## config.mk

```make
export PLATFORM = sky130hd
export DESIGN_NAME = _crc8_serial
export DESIGN_NICKNAME = d
export VERILOG_FILES = /design/src/rtl/_crc8_serial.sv
export SDC_FILE = /design/constraint.sdc
export NUM_CORES = 1
export LEC_CHECK = 0
export BUFFER_PORTS_ARGS = -buffer_cell sky130_fd_sc_hd__buf_2
export CAP_MARGIN = 20
export CORE_ASPECT_RATIO = 1.25
export CORE_UTILIZATION = 50
export CTS_CLUSTER_DIAMETER = 80
export DETAILED_ROUTE_END_ITERATION = 7
export PLACE_DENSITY = 0.72
export SLEW_MARGIN = 10
export SYNTH_ARGS = -nofsm -noshare
export SYNTH_HDL_FRONTEND = slang
export SYNTH_SLANG_ARGS = --single-unit
```

## constraint.sdc

```tcl
create_clock -name clk -period 1.9 [get_ports clk]
set_input_delay 0.095 -clock clk [delete_from_list [all_inputs] [get_ports clk]]
set_output_delay 0.095 -clock clk [all_outputs]
set_load 0.01 [all_outputs]
```

## src/rtl/_crc8_serial.sv

```systemverilog
// ----------------------------------------------------------------------------
// _crc8_serial
//   Bit-serial CRC-8 generator. Accepts one byte per valid/ready handshake and
//   folds it into a running CRC one bit per clock, MSB first, then pulses
//   `done` for one cycle with the updated CRC on `crc_out`. The running CRC is
//   kept between bytes so a message can be chained; `clear` restarts it at
//   INIT while the block is idle.
//
//   The feedback XOR and the per-bit polynomial AND/XOR network are built
//   from the primitive gates _xor2 and _and2, defined at the top of this file.
//
// Parameters
//   POLY      generator polynomial, implicit x^8 term dropped
//   INIT      CRC value after reset and after clear
//
// Ports
//   clk       in   1  rising-edge clock
//   reset_n   in   1  asynchronous active-low reset
//   clear     in   1  restart running CRC at INIT (idle only)
//   in_valid  in   1  in_data valid this cycle
//   in_data   in   8  byte to fold in, MSB first
//   in_ready  out  1  block accepts a byte this cycle
//   done      out  1  one-cycle pulse, crc_out just updated
//   crc_out   out  8  CRC after the last completed byte
// ----------------------------------------------------------------------------

// Two-input XOR primitive.
module _xor2 (
  input  logic a,
  input  logic b,
  output logic y
);
  assign y = a ^ b;
endmodule

// Two-input AND primitive.
module _and2 (
  input  logic a,
  input  logic b,
  output logic y
);
  assign y = a & b;
endmodule

module _crc8_serial #(
  parameter logic [7:0] POLY = 8'h07,
  parameter logic [7:0] INIT = 8'h00
) (
  input  logic       clk,
  input  logic       reset_n,
  input  logic       clear,
  input  logic       in_valid,
  input  logic [7:0] in_data,
  output logic       in_ready,
  output logic       done,
  output logic [7:0] crc_out
);

  typedef enum logic [1:0] {
    IDLE  = 2'b00,
    SHIFT = 2'b01,
    DONE  = 2'b10
  } state_t;

  state_t     state;
  logic [7:0] crc;
  logic [7:0] shreg;
  logic [2:0] bit_cnt;

  // Combinational next-CRC for one bit step, built from gate primitives.
  logic       fb;
  logic [7:0] crc_shl;
  logic [7:0] poly_mask;
  logic [7:0] crc_next;

  assign crc_shl = {crc[6:0], 1'b0};

  _xor2 u_fb (
    .a (crc[7]),
    .b (shreg[7]),
    .y (fb)
  );

  for (genvar i = 0; i < 8; i++) begin : g_bit
    // Polynomial term is present on bit i only when the feedback bit is set.
    _and2 u_mask (
      .a (POLY[i]),
      .b (fb),
      .y (poly_mask[i])
    );
    _xor2 u_fold (
      .a (crc_shl[i]),
      .b (poly_mask[i]),
      .y (crc_next[i])
    );
  end

  // NOTE: every register here is updated with <= so all of them sample the
  // pre-edge values; a blocking = would let later statements see new values.
  always_ff @(posedge clk or negedge reset_n) begin
    if (!reset_n) begin
      state    <= IDLE;
      crc      <= INIT;
      crc_out  <= INIT;
      shreg    <= '0;
      bit_cnt  <= '0;
      in_ready <= 1'b1;
      done     <= 1'b0;
    end else begin
      case (state)
        IDLE: begin
          // clear is written first so a byte accepted in the same cycle is
          // folded from INIT.
          if (clear) begin
            crc <= INIT;
          end
          if (in_valid) begin
            shreg    <= in_data;
            bit_cnt  <= 3'd7;
            state    <= SHIFT;
            in_ready <= 1'b0;
          end
        end

        SHIFT: begin
          crc   <= crc_next;
          shreg <= {shreg[6:0], 1'b0};
          if (bit_cnt == 3'd0) begin
            state   <= DONE;
            done    <= 1'b1;
            crc_out <= crc_next;
          end else begin
            bit_cnt <= bit_cnt - 3'd1;
          end
        end

        DONE: begin
          state    <= IDLE;
          done     <= 1'b0;
          in_ready <= 1'b1;
        end

        // NOTE: the unused code 2'b11 must not lock up the FSM, so it falls
        // back to IDLE with idle outputs.
        default: begin
          state    <= IDLE;
          done     <= 1'b0;
          in_ready <= 1'b1;
        end
      endcase
    end
  end

endmodule

```

### Yosys cells after proc, flatten, opt, wreduce, memory -nomap -nowiden

Index checks and enable logic that the tools add are counted.

| operators by class | value |
|---|---|
| add/subtract/negate cells | 1 |
| eq/ne operators | 5 |
| mux-type cells | 14 |
| bitwise logic cells | 5 |
| reductions and logical operators | 10 |

Operators with widths:

| operator | number |
|---|---|
| 8-bit one-hot mux with 2 select lines | 2 |
| 8-bit two-way mux | 2 |
| 2-bit AND reduction | 6 |
| 2-bit inequality test (second input constant) | 4 |
| 3-bit two-way mux | 2 |
| 3-bit one-hot mux with 2 select lines | 1 |
| 2-bit two-way mux | 2 |
| 1-bit one-hot mux with 2 select lines | 2 |
| 2-bit one-hot mux with 2 select lines | 1 |
| 3-bit zero test | 1 |
| 3-bit AND reduction | 1 |
| 3-bit by 1-bit subtractor with 3-bit output (second input constant) | 1 |
| 1-bit XOR | 3 |
| 2-bit by 1-bit == test with 1-bit output (second input constant) | 1 |
| 2-bit zero test | 1 |
| 1-bit two-way mux | 2 |
| 1-bit NOT | 2 |
| 2-bit nonzero test | 1 |

| word-level totals | value |
|---|---|
| register bits | 31 |
| logic and storage cells | 42 |

### Logic depth before layout (Yosys ltp)

| depth | value |
|---|---|
| depth after elaboration | 3 |
| depth in mapped cells | 6 |
| mapped depth without buffers | 5 |

### Hierarchy

From an unflattened synthesis, not the netlist that was laid out.

| second synthesis, totals | value |
|---|---|
| cell total of the unflattened synthesis | 126 |
| area, all modules | 1488.9 µm² |

Modules (own cells, without submodules):

| module | times used | cells an instance | area each (µm²) |
|---|---|---|---|
| _crc8_serial | 1 | 109 | 1360.1 |
| _xor2 | 9 | 1 | 8.8 |
| _and2 | 8 | 1 | 6.3 |

### Least setup slack after synthesis

OpenSTA, ideal clock, no wires.

| path | value |
|---|---|
| path type | flip-flop to flip-flop |
| from | register bit_cnt[0] |
| to | register crc_out[0] |
| setup time | 0.125 ns |
| arrival | 1.264 ns |
| slack | 0.511 ns |
| cell stages (with the launch flop) | 6 |
| path buffers | 1 |
| clock period less this slack | 1.389 ns |
| path through | dfrtp_1 -> inv_1 -> ha_1 -> nand4bb_4 -> buf_6 -> mux2_4 |

| on the way | value |
|---|---|
| longest elaborated chain between the ends | 2 |

RTL lines:

| element | RTL line | source |
|---|---|---|
| start: declaration | 68 | `logic [2:0] bit_cnt;` |
| start signal: assignment | 133 | `bit_cnt <= bit_cnt - 3'd1;` |
| 3-bit zero test | 128 | `if (bit_cnt == 3'd0) begin` |
| 2-bit AND reduction (no line) | n/a |  |
| end signal: assignment | 131 | `crc_out <= crc_next;` |
| end: declaration | 56 | `output logic [7:0] crc_out` |

No other way between the ends.
A chain may end at the register's enable or synchronous reset.

### Worst setup path in the final report

| path | value |
|---|---|
| from | register bit_cnt[0] |
| to | register crc_out[4] |

The elaborated chain is that of the path after synthesis.

==> run summary <==
Status: finished, final reports clean
Stages on the worst setup path: 4
Fin crit share: 0.794
Flops & latches, synth: 31
Die width: 48.9 um
Port buffer count: 21
Worst setup SP type: flip-flop
Initial antenna violation count: 0
CP endpoint: crc_out[4]
Synth Cell Area: 0.00137 mm2
Via/cell ratio: 5.41
Hold Startpoint: in_data[1]
WL final: 2380 um
Post-CTS setup repair buffer count: 0
Rows: 20
Post-route setup slack: 391 ps
Sequential-to-total area share from yosys stat: 0.566
Ant diodes: 0
Slew Viols, Final: 0
CP max stage delay: 410 ps
Fmax: 662 MHz
CP Buf/Inv Count: 1
Htree depth: 2
First-pass DRT Iterations: 4
Root buffer cell: clkbuf_4
Post-synthesis net count: 129
Layout overhead on the synthesized area: 15.5%
Placer Congestion: 0.763
Yosys warns: 0
Final setup vio count: 0
Nets: 153
Place WS: 402 ps
Post-Route Skew: 6.97 ps
I/O pins: 22
Grt total ovfl: 0
Cell family with most CP delay: flip-flops
Num CTS Buffers: 5
Dpl cells: 164
Relative slew slack: 0.557
Pin count of the biggest net entering global routing: 32
Worst setup path start: bit_cnt[0]
Synth Instances: 115
CTS Sinks: 31
Worst-Skew Late Latency: 340 ps
P_leak: 0.793 nW
CP Cell Sequence: inv_1 -> ha_1 -> nand4bb_4 -> mux2_4
Die area: 0.00296 mm2
CTS tree: done
Worst Max-Slew Pin Slew: 664 ps
Reg2reg start: bit_cnt[0]
GRT Total Usage: 0.197
Non-filler cells in the finished layout: 173
Iteration-0 DRC Markers: 8
Critical path arrival: 1740 ps
Max cap viols: 0
Clk slew on worst S/H paths: 100 ps
Netlist cell types: 27
CP Capture Type: flip-flop
Core area: 0.00253 mm2
Leading cell type in the layout, fill and taps excluded: dfrtp_1
R2R depth: 4
Worst R2R Setup Slack: 390 ps
Critical path data required time: 2130 ps
DRC viols: 0
RR Endpoint: crc_out[4]
Worst vdd ir: 1.19 mV
Final Hold Fails: 0
Via Count: 936
Initial core utilization: 0.544
Syn avg cell area: 11.9 um2
RSZ-0062 raised after global routing: false
Clk buf depth: 2
Die H: 60.6 um
Share of cells above drive strength 1: 0.293
First-pass GRT wire length: 4130 um
Post-cts sizing count: 0
Most frequent cells in the layout: 30 x dfrtp_1, 21 x buf_2, 14 x nand2_1, 12 x o21ai_0, 9 x a22oi_1
Average wire per standard cell: 13.8 um
Critical Path Slowest Stage Cell: dfrtp_1
Worst Hold Class: input pin to flip-flop
Fin Setup TNS: 0 ps
Vias in the first global route: 928
Power per cell area: 1660 mW/mm2
Critical path class: flip-flop to flip-flop
Period minus WS final: 1510 ps
Post-route ant nets: 0
CP max FO: 12
DP Wirelength: 1660 um
## area by class of cell
cell class	instances	area, um2
tap	33	41.3
multi-input combinational	70	526
sequential	31	777
fill	208	941
timing repair buffer	24	130
clock inverter	2	35.0
clock buffer	6	51.3
inverter	7	26.3
## state kept, by name, indices dropped and copies added, names as in the netlist
signal / count
bit_cnt: 3
state: 2
crc: 8
in_ready: 1
crc_out: 8
done: 1
shreg: 8
## tightest hold or removal path: stages
cell     delay [ps]
buf_2            70
a22oi_1          50
o21ai_1         110
## per-layer routing
metal	up-vias	GRT usage	wire, um
li1	445	-	-
met1	449	0.239	1090
met2	35	0.310	1100
met3	7	0.0752	135
met4	0	0.105	57
met5	-	0	0
## through the flow
| step | hold slack, ps | util | power [W] | cell area, um2 |
|---|---|---|---|---|
| floorplan | -201 | - | 0.00186 | 1370 |
| global placement | 167 | 0.590 | 0.00206 | 1490 |
| detailed placement | 168 | 0.590 | 0.00212 | 1490 |
| CTS | 31.6 | 0.628 | 0.00266 | 1590 |
| global route | 42.9 | 0.628 | 0.00281 | 1590 |
| finish | 33.0 | 0.628 | 0.00263 | 1590 |
## logic make-up (layout without fill, tap and decap cells)
logic type / Yosys count / after routing / synth area share
AO/OA/AOI/OAI: 35 / 35 / 0.176
XOR/XNOR: 3 / 3 / 0.0246
adder cells (fa/ha/maj): 2 / 2 / 0.0182
buffers and inverters: 14 / 39 / 0.0519
flip-flops: 31 / 31 / 0.566
multiplexers: 8 / 8 / 0.0747
AND/OR/NAND/NOR: 22 / 22 / 0.0893
## worst min path at each step
stage | endpoint | slack (ps) | depth (start not counted)
finish | shreg[1] | 30 | 3
global route | shreg[2] | 40 | 3
CTS | shreg[1] | 30 | 3
detailed placement | crc_out[0] | 170 | 1
global placement | done | 170 | 1
floorplan | bit_cnt[0] | -200 | 0
## repair_timing
item | 4_1_cts | 5_1_grt
setup endpoints to repair | 0 | 0
hold buffers | 1 | 0
hold endpoints to repair | 30 | 0
## report_power, final
| group | leakage (nW) | switching (W) | internal (W) |
|---|---|---|---|
| combinational | 0.354 | 0.000450 | 0.000477 |
| sequential | 0.391 | 0.000223 | 0.000943 |
| clock | 0.0482 | 0.000230 | 0.000311 |
## synthesized netlist by cell type, drive strengths merged
| master | n | share of area |
|---|---|---|
| o21bai | 3 | 0.019 |
| o21ai | 13 | 0.047 |
| nor2b | 1 | 0.0046 |
| buf | 5 | 0.027 |
| ha | 2 | 0.018 |
| xor2 | 1 | 0.012 |
| mux2i | 2 | 0.015 |
| a22o | 6 | 0.038 |
| inv | 7 | 0.019 |
| nor2 | 1 | 0.0027 |
| and2b | 1 | 0.0055 |
| a22oi | 9 | 0.049 |
| nand2b | 4 | 0.018 |
| a31oi | 2 | 0.0091 |
| mux2 | 6 | 0.060 |
| dfstp | 1 | 0.019 |
| a2bb2oi | 1 | 0.0064 |
| clkbuf | 2 | 0.0055 |
| o2bb2ai | 1 | 0.0064 |
| dfrtp | 30 | 0.55 |
| nand2 | 14 | 0.038 |
| xnor2 | 2 | 0.013 |
| nand4bb | 1 | 0.020 |
(Power assumes the default switching activity.)
